<file path="config.mk">
export PLATFORM = sky130hd
export DESIGN_NAME = uart_ctrl
export DESIGN_NICKNAME = d
export VERILOG_FILES = /design/src/rtl/uart_ctrl.sv
export SDC_FILE = /design/constraint.sdc
export NUM_CORES = 1
export LEC_CHECK = 0
export CELL_PAD_IN_SITES_DETAIL_PLACEMENT = 1
export CELL_PAD_IN_SITES_GLOBAL_PLACEMENT = 2
export CORE_MARGIN = 2
export CORE_UTILIZATION = 34
export DETAILED_ROUTE_END_ITERATION = 7
export PLACE_DENSITY_LB_ADDON = 0.1
export SKIP_CTS_REPAIR_TIMING = 1
export SLEW_MARGIN = 20
export SYNTH_ARGS = -nofsm -noshare
export SYNTH_HDL_FRONTEND = slang
export SYNTH_SLANG_ARGS = --single-unit
</file>
<file path="constraint.sdc">
create_clock -name clk -period 2.1 [get_ports clk]
set_input_delay 0.42 -clock clk [delete_from_list [all_inputs] [get_ports clk]]
set_output_delay 0.42 -clock clk [all_outputs]
set_load 0.005 [all_outputs]
</file>
<file path="src/rtl/uart_ctrl.sv">
// Full-duplex UART controller: configurable frame format, 16x-oversampled receiver
// with a small receive FIFO carrying per-entry error flags, and CTS/RTS flow control.
module uart_ctrl #(
    parameter int DATA_BITS     = 8,
    parameter int RX_FIFO_DEPTH = 4,
    parameter int DIV_WIDTH     = 12
) (
    input  logic                 clk,
    input  logic                 rst_n,
    input  logic [DIV_WIDTH-1:0] baud_div,
    input  logic [1:0]           parity_mode,
    input  logic                 two_stop,
    input  logic [DATA_BITS-1:0] tx_data,
    input  logic                 tx_valid,
    output logic                 tx_ready,
    output logic                 tx_busy,
    output logic                 tx,
    input  logic                 rx,
    output logic [DATA_BITS-1:0] rx_data,
    output logic                 rx_frame_err,
    output logic                 rx_parity_err,
    output logic                 rx_valid,
    input  logic                 rx_ready,
    output logic                 rx_overrun,
    input  logic                 rx_overrun_clr,
    input  logic                 cts_n,
    output logic                 rts_n
);

    localparam int BW = $clog2(DATA_BITS);
    localparam logic [BW-1:0] LAST_BIT = BW'(DATA_BITS - 1);
    localparam int AW = $clog2(RX_FIFO_DEPTH);
    localparam int EW = DATA_BITS + 2;
    localparam logic [AW:0] FIFO_FULL_CNT = (AW + 1)'(RX_FIFO_DEPTH);
    localparam logic [AW:0] RTS_CNT = (AW + 1)'(RX_FIFO_DEPTH - 1);

    // ------------------------------------------------------------------ TX
    typedef enum logic [2:0] {
        TX_IDLE, TX_START, TX_DATA, TX_PARITY, TX_STOP1, TX_STOP2
    } tx_state_t;

    tx_state_t            tx_state_reg, tx_state_next;
    logic [DIV_WIDTH-1:0] tx_div_reg, tx_div_next;
    logic [DIV_WIDTH-1:0] tx_bd_reg, tx_bd_next;
    logic [3:0]           tx_tick_reg, tx_tick_next;
    logic [BW-1:0]        tx_bit_reg, tx_bit_next;
    logic [DATA_BITS-1:0] tx_shift_reg, tx_shift_next;
    logic                 tx_par_reg, tx_par_next;
    logic                 tx_par_en_reg, tx_par_en_next;
    logic                 tx_two_reg, tx_two_next;
    logic                 tx_reg, tx_next;
    logic                 tx_hs, tx_bit_end;

    assign tx_ready   = rst_n && (tx_state_reg == TX_IDLE) && !cts_n;
    assign tx_hs      = tx_valid && tx_ready;
    assign tx_busy    = (tx_state_reg != TX_IDLE);
    assign tx         = tx_reg;
    assign tx_bit_end = (tx_div_reg == tx_bd_reg) && (tx_tick_reg == 4'd15);

    always_comb begin
        tx_state_next  = tx_state_reg;
        tx_div_next    = tx_div_reg;
        tx_bd_next     = tx_bd_reg;
        tx_tick_next   = tx_tick_reg;
        tx_bit_next    = tx_bit_reg;
        tx_shift_next  = tx_shift_reg;
        tx_par_next    = tx_par_reg;
        tx_par_en_next = tx_par_en_reg;
        tx_two_next    = tx_two_reg;
        tx_next        = 1'b1;

        if (tx_state_reg != TX_IDLE) begin
            if (tx_div_reg == tx_bd_reg) begin
                tx_div_next  = '0;
                tx_tick_next = tx_tick_reg + 4'd1;
            end else begin
                tx_div_next = tx_div_reg + 1'b1;
            end
        end

        case (tx_state_reg)
            TX_IDLE: begin
                if (tx_hs) begin
                    tx_state_next  = TX_START;
                    tx_div_next    = '0;
                    tx_tick_next   = '0;
                    tx_bd_next     = baud_div;
                    tx_shift_next  = tx_data;
                    tx_par_en_next = (parity_mode == 2'b01) || (parity_mode == 2'b10);
                    // Even parity bit is the XOR of the data; odd inverts it.
                    tx_par_next    = (^tx_data) ^ (parity_mode == 2'b10);
                    tx_two_next    = two_stop;
                end
            end
            TX_START: begin
                if (tx_bit_end) begin
                    tx_state_next = TX_DATA;
                    tx_bit_next   = '0;
                end
            end
            TX_DATA: begin
                if (tx_bit_end) begin
                    tx_shift_next = tx_shift_reg >> 1;
                    if (tx_bit_reg == LAST_BIT) begin
                        tx_state_next = tx_par_en_reg ? TX_PARITY : TX_STOP1;
                    end else begin
                        tx_bit_next = tx_bit_reg + 1'b1;
                    end
                end
            end
            TX_PARITY: begin
                if (tx_bit_end) tx_state_next = TX_STOP1;
            end
            TX_STOP1: begin
                if (tx_bit_end) tx_state_next = tx_two_reg ? TX_STOP2 : TX_IDLE;
            end
            TX_STOP2: begin
                if (tx_bit_end) tx_state_next = TX_IDLE;
            end
            default: tx_state_next = TX_IDLE;
        endcase

        // Line level is registered from the upcoming state so tx never glitches.
        case (tx_state_next)
            TX_START:  tx_next = 1'b0;
            TX_DATA:   tx_next = tx_shift_next[0];
            TX_PARITY: tx_next = tx_par_next;
            default:   tx_next = 1'b1;
        endcase
    end

    always_ff @(posedge clk) begin
        if (!rst_n) begin
            tx_state_reg  <= TX_IDLE;
            tx_div_reg    <= '0;
            tx_bd_reg     <= '0;
            tx_tick_reg   <= '0;
            tx_bit_reg    <= '0;
            tx_shift_reg  <= '0;
            tx_par_reg    <= 1'b0;
            tx_par_en_reg <= 1'b0;
            tx_two_reg    <= 1'b0;
            tx_reg        <= 1'b1;
        end else begin
            tx_state_reg  <= tx_state_next;
            tx_div_reg    <= tx_div_next;
            tx_bd_reg     <= tx_bd_next;
            tx_tick_reg   <= tx_tick_next;
            tx_bit_reg    <= tx_bit_next;
            tx_shift_reg  <= tx_shift_next;
            tx_par_reg    <= tx_par_next;
            tx_par_en_reg <= tx_par_en_next;
            tx_two_reg    <= tx_two_next;
            tx_reg        <= tx_next;
        end
    end

    // ------------------------------------------------------------------ RX
    typedef enum logic [2:0] {
        RX_IDLE, RX_START, RX_DATA, RX_PARITY, RX_STOP
    } rx_state_t;

    rx_state_t            rx_state_reg, rx_state_next;
    logic                 rx_s1_reg, rx_s2_reg, rx_prev_reg;
    logic [DIV_WIDTH-1:0] rx_div_reg, rx_div_next;
    logic [DIV_WIDTH-1:0] rx_bd_reg, rx_bd_next;
    logic [3:0]           rx_tick_reg, rx_tick_next;
    logic [BW-1:0]        rx_bit_reg, rx_bit_next;
    logic [DATA_BITS-1:0] rx_shift_reg, rx_shift_next;
    logic                 rx_par_en_reg, rx_par_en_next;
    logic                 rx_odd_reg, rx_odd_next;
    logic                 rx_pbit_reg, rx_pbit_next;
    logic                 rx_sample, rx_push;
    logic [EW-1:0]        rx_entry;

    // Tick 8 of each bit is its midpoint; counting from the start edge, that is the end of tick 7.
    assign rx_sample = (rx_state_reg != RX_IDLE) && (rx_div_reg == rx_bd_reg) && (rx_tick_reg == 4'd7);
    assign rx_entry  = {rx_shift_reg, ~rx_s2_reg,
                        rx_par_en_reg && (rx_pbit_reg != ((^rx_shift_reg) ^ rx_odd_reg))};

    always_comb begin
        rx_state_next  = rx_state_reg;
        rx_div_next    = rx_div_reg;
        rx_bd_next     = rx_bd_reg;
        rx_tick_next   = rx_tick_reg;
        rx_bit_next    = rx_bit_reg;
        rx_shift_next  = rx_shift_reg;
        rx_par_en_next = rx_par_en_reg;
        rx_odd_next    = rx_odd_reg;
        rx_pbit_next   = rx_pbit_reg;
        rx_push        = 1'b0;

        if (rx_state_reg != RX_IDLE) begin
            if (rx_div_reg == rx_bd_reg) begin
                rx_div_next  = '0;
                rx_tick_next = rx_tick_reg + 4'd1;
            end else begin
                rx_div_next = rx_div_reg + 1'b1;
            end
        end

        case (rx_state_reg)
            RX_IDLE: begin
                if (rx_prev_reg && !rx_s2_reg) begin
                    rx_state_next  = RX_START;
                    rx_div_next    = '0;
                    rx_tick_next   = '0;
                    rx_bd_next     = baud_div;
                    rx_par_en_next = (parity_mode == 2'b01) || (parity_mode == 2'b10);
                    rx_odd_next    = (parity_mode == 2'b10);
                end
            end
            RX_START: begin
                if (rx_sample) begin
                    if (rx_s2_reg) begin
                        rx_state_next = RX_IDLE;
                    end else begin
                        rx_state_next = RX_DATA;
                        rx_bit_next   = '0;
                    end
                end
            end
            RX_DATA: begin
                if (rx_sample) begin
                    rx_shift_next = {rx_s2_reg, rx_shift_reg[DATA_BITS-1:1]};
                    if (rx_bit_reg == LAST_BIT) begin
                        rx_state_next = rx_par_en_reg ? RX_PARITY : RX_STOP;
                    end else begin
                        rx_bit_next = rx_bit_reg + 1'b1;
                    end
                end
            end
            RX_PARITY: begin
                if (rx_sample) begin
                    rx_pbit_next  = rx_s2_reg;
                    rx_state_next = RX_STOP;
                end
            end
            RX_STOP: begin
                if (rx_sample) begin
                    rx_push       = 1'b1;
                    rx_state_next = RX_IDLE;
                end
            end
            default: rx_state_next = RX_IDLE;
        endcase
    end

    always_ff @(posedge clk) begin
        if (!rst_n) begin
            rx_state_reg  <= RX_IDLE;
            rx_s1_reg     <= 1'b1;
            rx_s2_reg     <= 1'b1;
            rx_prev_reg   <= 1'b1;
            rx_div_reg    <= '0;
            rx_bd_reg     <= '0;
            rx_tick_reg   <= '0;
            rx_bit_reg    <= '0;
            rx_shift_reg  <= '0;
            rx_par_en_reg <= 1'b0;
            rx_odd_reg    <= 1'b0;
            rx_pbit_reg   <= 1'b0;
        end else begin
            rx_state_reg  <= rx_state_next;
            rx_s1_reg     <= rx;
            rx_s2_reg     <= rx_s1_reg;
            rx_prev_reg   <= rx_s2_reg;
            rx_div_reg    <= rx_div_next;
            rx_bd_reg     <= rx_bd_next;
            rx_tick_reg   <= rx_tick_next;
            rx_bit_reg    <= rx_bit_next;
            rx_shift_reg  <= rx_shift_next;
            rx_par_en_reg <= rx_par_en_next;
            rx_odd_reg    <= rx_odd_next;
            rx_pbit_reg   <= rx_pbit_next;
        end
    end

    // ---------------------------------------------------------------- FIFO
    logic [EW-1:0] fifo_mem [RX_FIFO_DEPTH];
    logic [AW-1:0] wr_ptr_reg, rd_ptr_reg;
    logic [AW:0]   count_reg, count_next;
    logic          overrun_reg, rts_n_reg;
    logic          fifo_full, fifo_pop, push_ok, overrun_set;
    logic [EW-1:0] head;

    assign fifo_full   = (count_reg == FIFO_FULL_CNT);
    assign rx_valid    = (count_reg != '0);
    assign fifo_pop    = rx_valid && rx_ready;
    // A pop frees the slot in the same cycle, so a full FIFO still accepts.
    assign push_ok     = rx_push && (!fifo_full || fifo_pop);
    assign overrun_set = rx_push && fifo_full && !fifo_pop;
    assign head        = fifo_mem[rd_ptr_reg];

    assign rx_data       = rx_valid ? head[EW-1:2] : '0;
    assign rx_frame_err  = rx_valid && head[1];
    assign rx_parity_err = rx_valid && head[0];
    assign rx_overrun    = overrun_reg;
    assign rts_n         = rts_n_reg;

    always_comb begin
        count_next = count_reg;
        if (push_ok && !fifo_pop) count_next = count_reg + 1'b1;
        else if (!push_ok && fifo_pop) count_next = count_reg - 1'b1;
    end

    always_ff @(posedge clk) begin
        if (push_ok) fifo_mem[wr_ptr_reg] <= rx_entry;
    end

    always_ff @(posedge clk) begin
        if (!rst_n) begin
            wr_ptr_reg  <= '0;
            rd_ptr_reg  <= '0;
            count_reg   <= '0;
            overrun_reg <= 1'b0;
            rts_n_reg   <= 1'b1;
        end else begin
            if (push_ok) wr_ptr_reg <= wr_ptr_reg + 1'b1;
            if (fifo_pop) rd_ptr_reg <= rd_ptr_reg + 1'b1;
            count_reg <= count_next;
            if (overrun_set) overrun_reg <= 1'b1;
            else if (rx_overrun_clr) overrun_reg <= 1'b0;
            rts_n_reg <= (count_next >= RTS_CNT);
        end
    end

endmodule

</file>
==> impl_summary.md <==
Synth
For this run, the number of Yosys warnings is 0. After synthesis, the share of cell area in mux cells is 5.18%. After Yosys synthesis, and, or, nand and nor cells account for 20.9% of the synthesized area. The net count after synthesis is 710. The number of flops mapped to enable cells by yosys is 40.

The fraction of the mapped netlist area in compound gates is 8.26%. Of all flip-flops after synthesis, the portion carrying an async set or reset was 0%. The post-synthesis register bit count is 145. The average instance area after synthesis is between 9 and 10 sq um.

The gate count after technology mapping is 664. Yosys mapped the design onto 52 distinct sky130hd cell types. The dominant register cell in the synthesized netlist is sky130_fd_sc_hd__dfxtp_1. The biggest area consumer among synthesized cells is sky130_fd_sc_hd__dfxtp_1. By area the synthesized netlist is led by sky130_fd_sc_hd__dfxtp_1 32%, sky130_fd_sc_hd__edfxtp_1 18%, sky130_fd_sc_hd__nand2_1 6.1%, sky130_fd_sc_hd__xor2_1 5.3%, sky130_fd_sc_hd__a21oi_1 4.9%. In this run the cell area of the synthesized design comes to 0.00650 sq mm. The adder-cell share of the synthesized area is roughly 3.1%. The synthesized design devotes to its leading area cell type 32.4% of total area.

The largest family of logic cells by synthesized area is simple AND/OR/NAND/NOR gates. Of the total synthesized cell area, the portion taken by XOR and XNOR cells is 9.17%. The portion of the post-synthesis area used by sequential elements is 50.8%.

Placed design
OpenSTA, run right after detailed placement, puts the worst setup slack at -0.423 ns. The number of instances in the placed design is 983. Routability-driven placement finished with a final weighted congestion of 0.788.

Summing all placed instances gives a cell area of 0.00771 sq mm. Port buffering added 45 buffers. The placed wire-length estimate after detailed placement is 11600 um.

Setup path
The cell family with the largest share of critical-path delay is simple AND/OR/NAND/NOR gates. The number of buffer and inverter instances along the worst setup path is 0. The cell depth of the worst setup path is 7. The number of cells on the worst reg-to-reg path is 7. The slowest stage cell on the critical path is sky130_fd_sc_hd__or4_1. The kind of capture point of the worst setup path is a flop.

The data arrival time of the critical path is 2.61 ns. By startpoint and endpoint, the worst setup path is classified as reg -> reg. The required time at the worst-slack endpoint is 2.42 ns.

On the worst path, the slowest cell contributes a delay of between 0.4 and 0.5 ns. The element type at the critical path start is a flop. The critical path goes through xor2_2, nor4_4, nand4b_4, mux2i_1, a21oi_1, or4_1, a211o_1. Along the worst path, the maximum fanout reaches 7.

Clocking
The longest clock path from root to sink contains 2 buffers. The clock tree from TritonCTS is done. The number of clock sinks is around 150. The clock insertion delay at the later pin of the skew report is 0.42 ns. The TritonCTS buffer count is 17. After clock tree synthesis, the clock-pin slew on the worst setup and hold paths is 0.07 ns.

The clock tree synthesis step divided the H-tree into 4 levels. Clock tree synthesis selected as its root buffer the cell sky130_fd_sc_hd__clkbuf_16.

Global routing
Global routing finished with a remaining overflow of 0. The global-route wire length before repair is 26500 um. Entering global routing, the biggest net connects 49 pins. The initial antenna violation count is 0. The total global routing track utilization is 16.6%. The via count of the first global-routing pass is 5280.

Routing
The iteration-0 DRC count of the detailed router is 180. The post-detailed-route DRC marker count is 0. Dividing the detail-routed via count by the number of cells gives 4.97.

The final wirelength is between 15000 and 20000 um. For this run, the detailed router's first-pass iteration total came to 4. In the final routed layout, each cell accounts on average for ~16 um. The residual antenna-violating net count after detailed routing is 0. Summing over every cut layer, the via total after detailed routing is 5105.

Layout
The post-route netlist has 24.2% of its cells at a drive strength greater than 1. Excluding fillers, the count of instances in the completed layout stands at approximately 1000. The final cell area excluding filler cells is 0.00863 sq mm. More flip-flops sit in one register than any other, and that register is fifo_mem.

Cells fill 46.1% of the core in the end. The final antenna diode count is 0. In the layout the commonest cells are 104 x sky130_fd_sc_hd__nand2_1, 96 x sky130_fd_sc_hd__dfxtp_1, 67 x sky130_fd_sc_hd__buf_4. The commonest non-fill, non-tap cell in the layout is sky130_fd_sc_hd__nand2_1. Relative to the synthesized area, the layout overhead comes to 32.8%. The net count reported at finish is 827. The number of fillers in the final layout is 2067. The register with the most flip-flops in the layout has 40 of them.

Flow run
The number of maximum-capacitance violations is 0.

Timing
The number of pins exceeding their max-slew limit in the final report is 0. The final critical delay including setup and external delays is roughly 2.3 ns. The top achievable clock speed is 437 MHz. The number of failing hold endpoints at the final stage is 0. In the finished design, the share of the clock period the worst path needs comes to 109%. Measured against its own limit, the worst slew margin works out to about three fifths. Across the routed clock network, the largest skew measured is 0.00801 ns. Once routing completed, OpenROAD measured the worst setup slack at -0.191 ns. Setup repair after global routing could not meet its margin everywhere. Setup violations remaining at the end of the flow were counted as 15. The worst-margin pin slew is 0.625 ns.

Floorplanning
The floorplan die area is 0.0202 sq mm. The standard-cell row count is 50. The initial core utilization is approximately a third.

The area of the core is roughly 0.019 sq mm. The number of ports placed on the die boundary is 46. From left edge to right edge, the die measures 142 um.

The die is 142 um tall.

Pwr
Across the VDD grid, the largest voltage drop is ~0.57 mV. The overall power is 6.68 mW. The power density over cell area is 774 mW/mm^2. The leakage power is 3.35 nW.

Run status
The flow ran to the end, but the final reports show violations. The checks that failed: setup timing.

Min path
The hold path depth is 1. The path class of the lowest-slack min-delay path is reg -> reg.
==> logic make-up after synthesis <==
| family | count (synthesis) |
|---|---|
| simple gates | 279 |
| mux | 21 |
| xor+xnor | 68 |
| flops | 145 |
| compound gates | 93 |
| buf+inv | 42 |
| fa+ha+maj | 16 |
==> report_power, final <==
group	switching [mW]	total (mW)	internal [mW]
clock	1.29	3.20	1.91
combinational	0.277	0.539	0.262
sequential	0.0405	2.94	2.90
==> path summary, 6_finish.rpt <==
check | start | to | slack [ns]
hold / removal | rx_s1_reg$_SDFF_PN1_ | rx_s2_reg$_SDFF_PN1_ | 0.41
setup reg to reg | tx_bd_reg[0]$_SDFFE_PN0P_ | tx$_SDFF_PN1_ | -0.19
setup / recovery | tx_bd_reg[0]$_SDFFE_PN0P_ | tx$_SDFF_PN1_ | -0.19
hold reg to reg | rx_s1_reg$_SDFF_PN1_ | rx_s2_reg$_SDFF_PN1_ | 0.41
==> synthesized netlist by cell type, types with 3 or more instances <==
library cell,count
sky130_fd_sc_hd__ha_1,16
sky130_fd_sc_hd__xor2_1,39
sky130_fd_sc_hd__nand2b_1,6
sky130_fd_sc_hd__nor3_1,7
sky130_fd_sc_hd__and2_1,19
sky130_fd_sc_hd__nor4_1,4
sky130_fd_sc_hd__xnor2_1,29
sky130_fd_sc_hd__inv_1,10
sky130_fd_sc_hd__mux2i_1,10
sky130_fd_sc_hd__nor2b_1,6
sky130_fd_sc_hd__mux4_2,10
sky130_fd_sc_hd__edfxtp_1,40
sky130_fd_sc_hd__a22oi_1,8
sky130_fd_sc_hd__nand4_1,7
sky130_fd_sc_hd__clkbuf_1,24
sky130_fd_sc_hd__buf_2,4
sky130_fd_sc_hd__a21oi_1,63
sky130_fd_sc_hd__nand2_1,106
sky130_fd_sc_hd__nor2_1,61
sky130_fd_sc_hd__or2_2,3
sky130_fd_sc_hd__and3_1,5
sky130_fd_sc_hd__nand3_1,31
sky130_fd_sc_hd__and4_1,4
sky130_fd_sc_hd__dfxtp_1,105
sky130_fd_sc_hd__or3_1,5
sky130_fd_sc_hd__or4_1,3
sky130_fd_sc_hd__o21ai_0,8
sky130_fd_sc_hd__nand3b_1,3
==> final cells by class <==
class / count / area, sq um / area share, %
Clock inverter: 15 / 196 / 2.28
Clock buffer: 17 / 425 / 4.93
Timing Repair Buffer: 123 / 1080 / 12.5
Inverter: 12 / 45.0 / 0.522
Tap cell: 234 / 293 / 3.39
Sequential cell: 145 / 3320 / 38.4
Multi-Input combinational cell: 482 / 3270 / 37.9
==> stage by stage <==
| stage | hold WS (ns) | setup TNS (ns) |
|---|---|---|
| final | 0.407 | -1.15 |
| after global routing | 0.422 | -4.16 |
| after CTS | 0.408 | -11.27 |
| after detailed placement | 0.393 | -14.46 |
| after global placement | 0.396 | -8.24 |
| after floorplan | 0.386 | 0 |
==> metal layers <==
metal  GRT usage [%]  vias to the layer above  part of all wire, %
met5               0                        -                    0
met4            6.00                        0                  1.6
met3            3.10                       21                  2.8
met2            29.4                       58                   52
met1            20.1                     2498                   43
li1                -                     2528                    -
Note: power is estimated with default switching activity, not from simulation.
==> RTL change: new RTL, same settings <==
Reset style: asynchronous (`rst_n`), changed in 3 clocked blocks.
--- a/src/rtl/uart_ctrl.sv
+++ b/src/rtl/uart_ctrl.sv
@@ -129,7 +129,7 @@
         endcase
     end
 
-    always_ff @(posedge clk) begin
+    always_ff @(posedge clk or negedge rst_n) begin
         if (!rst_n) begin
             tx_state_reg  <= TX_IDLE;
             tx_div_reg    <= '0;
@@ -246,7 +246,7 @@
         endcase
     end
 
-    always_ff @(posedge clk) begin
+    always_ff @(posedge clk or negedge rst_n) begin
         if (!rst_n) begin
             rx_state_reg  <= RX_IDLE;
             rx_s1_reg     <= 1'b1;
@@ -308,7 +308,7 @@
         if (push_ok) fifo_mem[wr_ptr_reg] <= rx_entry;
     end
 
-    always_ff @(posedge clk) begin
+    always_ff @(posedge clk or negedge rst_n) begin
         if (!rst_n) begin
             wr_ptr_reg  <= '0;
             rd_ptr_reg  <= '0;
Check against the original RTL: differs if rst_n is asserted again (counterexample within 4 cycles, from zero or initial values and one cycle with rst_n low); with rst_n held inactive, the same outputs for 10 cycles.
==> RTL change against the unedited design <==
  * The flow still finishes with violations (negative setup slack)
  * Worst setup slack worse by 0.024 ns
  * First-iteration DRC count down 13%
  * Synthesized cell count down 8.3%
  * Sequential cell count down 2
  * Synthesized area up 5.4%
  * Wire length down 1.6%
  * Final cell count up 0.19%
  * Design area up 7.0%
  * Sequential share of layout area up 2.6 points
  * Critical endpoint is now rx_data[1]
Power is not compared: it rests on default switching activity, and its combinational part moved more than twofold at a synthesized area within 25%.
==> RTL change: results <==
set metrics [dict create \
    crit_end "rx_data[1]" \
    dpl.cell_count 977 \
    reg2reg_to "tx$_DFF_PN1_" \
    crit_start "rd_ptr_reg[0]$_DFFE_PN0P_" \
    rr_worst_depth 6 \
    place.gp.congestion 0.785 \
    async_reset_ff_share_pct 72.0 \
    wl_per_cell_um 16.0 \
    setup_viol_count_final 13 \
    arrival_ns 1.89 \
    synthesis.instances 609 \
    rrSetupSlack_ns -0.07 \
    grt_usage_pct 15.9 \
    worst_path_max_delay_cell "dfrtp_2" \
    ys_top_cells_by_area "dfrtp_1 36%, edfxtp_1 18%, nand2_1 6.2%" \
    drive_gt1_share_pct 28.2 \
    worst_slack_ns -0.215 \
    outcome "complete, but fails checks" \
    hold_slack_ns 0.362 \
    max_stage_delay_ns 0.44 \
    synth_cell_types 59 \
    num_vias 4870 \
    finClkSkew_ns 0.0111 \
    relSlewSlack_pct 59.9 \
    violations "negative setup slack" \
    grt_max_degree 102 \
    rr_startpoint "tx_bd_reg[3]$_DFFE_PN0P_" \
    drt_iter0_markers 156 \
    first_pass_iters 6 \
    synth-main-ff-cell "dfrtp_1" \
]
==> RTL change: changes by cell type after synthesis, moves of 8 or more <==
cell / delta
a21oi_1: -54
a22o_1: +9
a22oi_1: -8
clkbuf_1: -12
dfrtp_1: +98
dfxtp_1: -105
mux2_2: +11
nand2_1: +8
nand3_1: -10
nor2_1: -14
o21ai_0: +12
xnor2_1: +8
xor2_1: -10
==> RTL change: kinds of logic after synthesis <==
| logic type | after synthesis | synth area share, % |
|---|---|---|
| DFF | 143 | 55.3 |
| and+or+nand+nor | 254 | 18.3 |
| adders and majority gates | 17 | 3.07 |
| AOI/OAI and AO/OA | 61 | 5.85 |
| buffers and inverters | 39 | 2.47 |
| muxes | 27 | 6.07 |
| xor gates and xnor gates | 68 | 9.01 |
==> RTL change: area by class of cell <==
| class | instances | area (um2) |
|---|---|---|
| Clock inverter | 15 | 176 |
| Clock buffer | 17 | 425 |
| Multi-Input combinational cell | 427 | 3080 |
| Inverter | 18 | 67.6 |
| Timing Repair Buffer | 145 | 1370 |
| Sequential cell | 143 | 3790 |
| Fill cell | 2121 | 10400 |
| Tap cell | 265 | 332 |
==> RTL change: worst min path at each step <==
stage                   startpoint                  endpoint  slack [ns]  depth (start not counted)
3_5_place_dp                 rst_n  tx_tick_reg[1]$_DFF_PN0_        0.26                          1
4_1_cts                      rst_n  tx_tick_reg[1]$_DFF_PN0_       -0.21                          1
5_1_grt                      rst_n  tx_tick_reg[1]$_DFF_PN0_        0.37                          2
6_report       rx_s1_reg$_DFF_PN1_       rx_s2_reg$_DFF_PN1_        0.36                          0
2_1_floorplan                rst_n    count_reg[0]$_DFF_PN0_        0.12                          0
3_3_place_gp                 rst_n  tx_tick_reg[1]$_DFF_PN0_        0.26                          1
==> RTL change: per-layer routing <==
layer	GRT usage, %	vias up	share of wire [%]
met2	26.6	47	50
li1	-	2378	-
met3	3.20	15	2.1
met5	0	-	0
met1	20.7	2430	47
met4	4.80	0	1.1
==> RTL change: through the flow <==
| step | setup TNS [ns] | area, um2 |
|---|---|---|
| CTS | -5.94 | 8850 |
| global placement | -0.346 | 8250 |
| global route | -2.96 | 9230 |
| floorplan | 0 | 6850 |
| detailed placement | -0.487 | 8250 |
| finish | -1.54 | 9230 |
==> RTL change: where the power goes <==
part	total [mW]	switching (mW)	internal [mW]	leakage (nW)
logic	3.22	1.48	1.75	2.21
clock network	3.10	1.31	1.79	0.288
registers	3.79	0.403	3.39	1.75
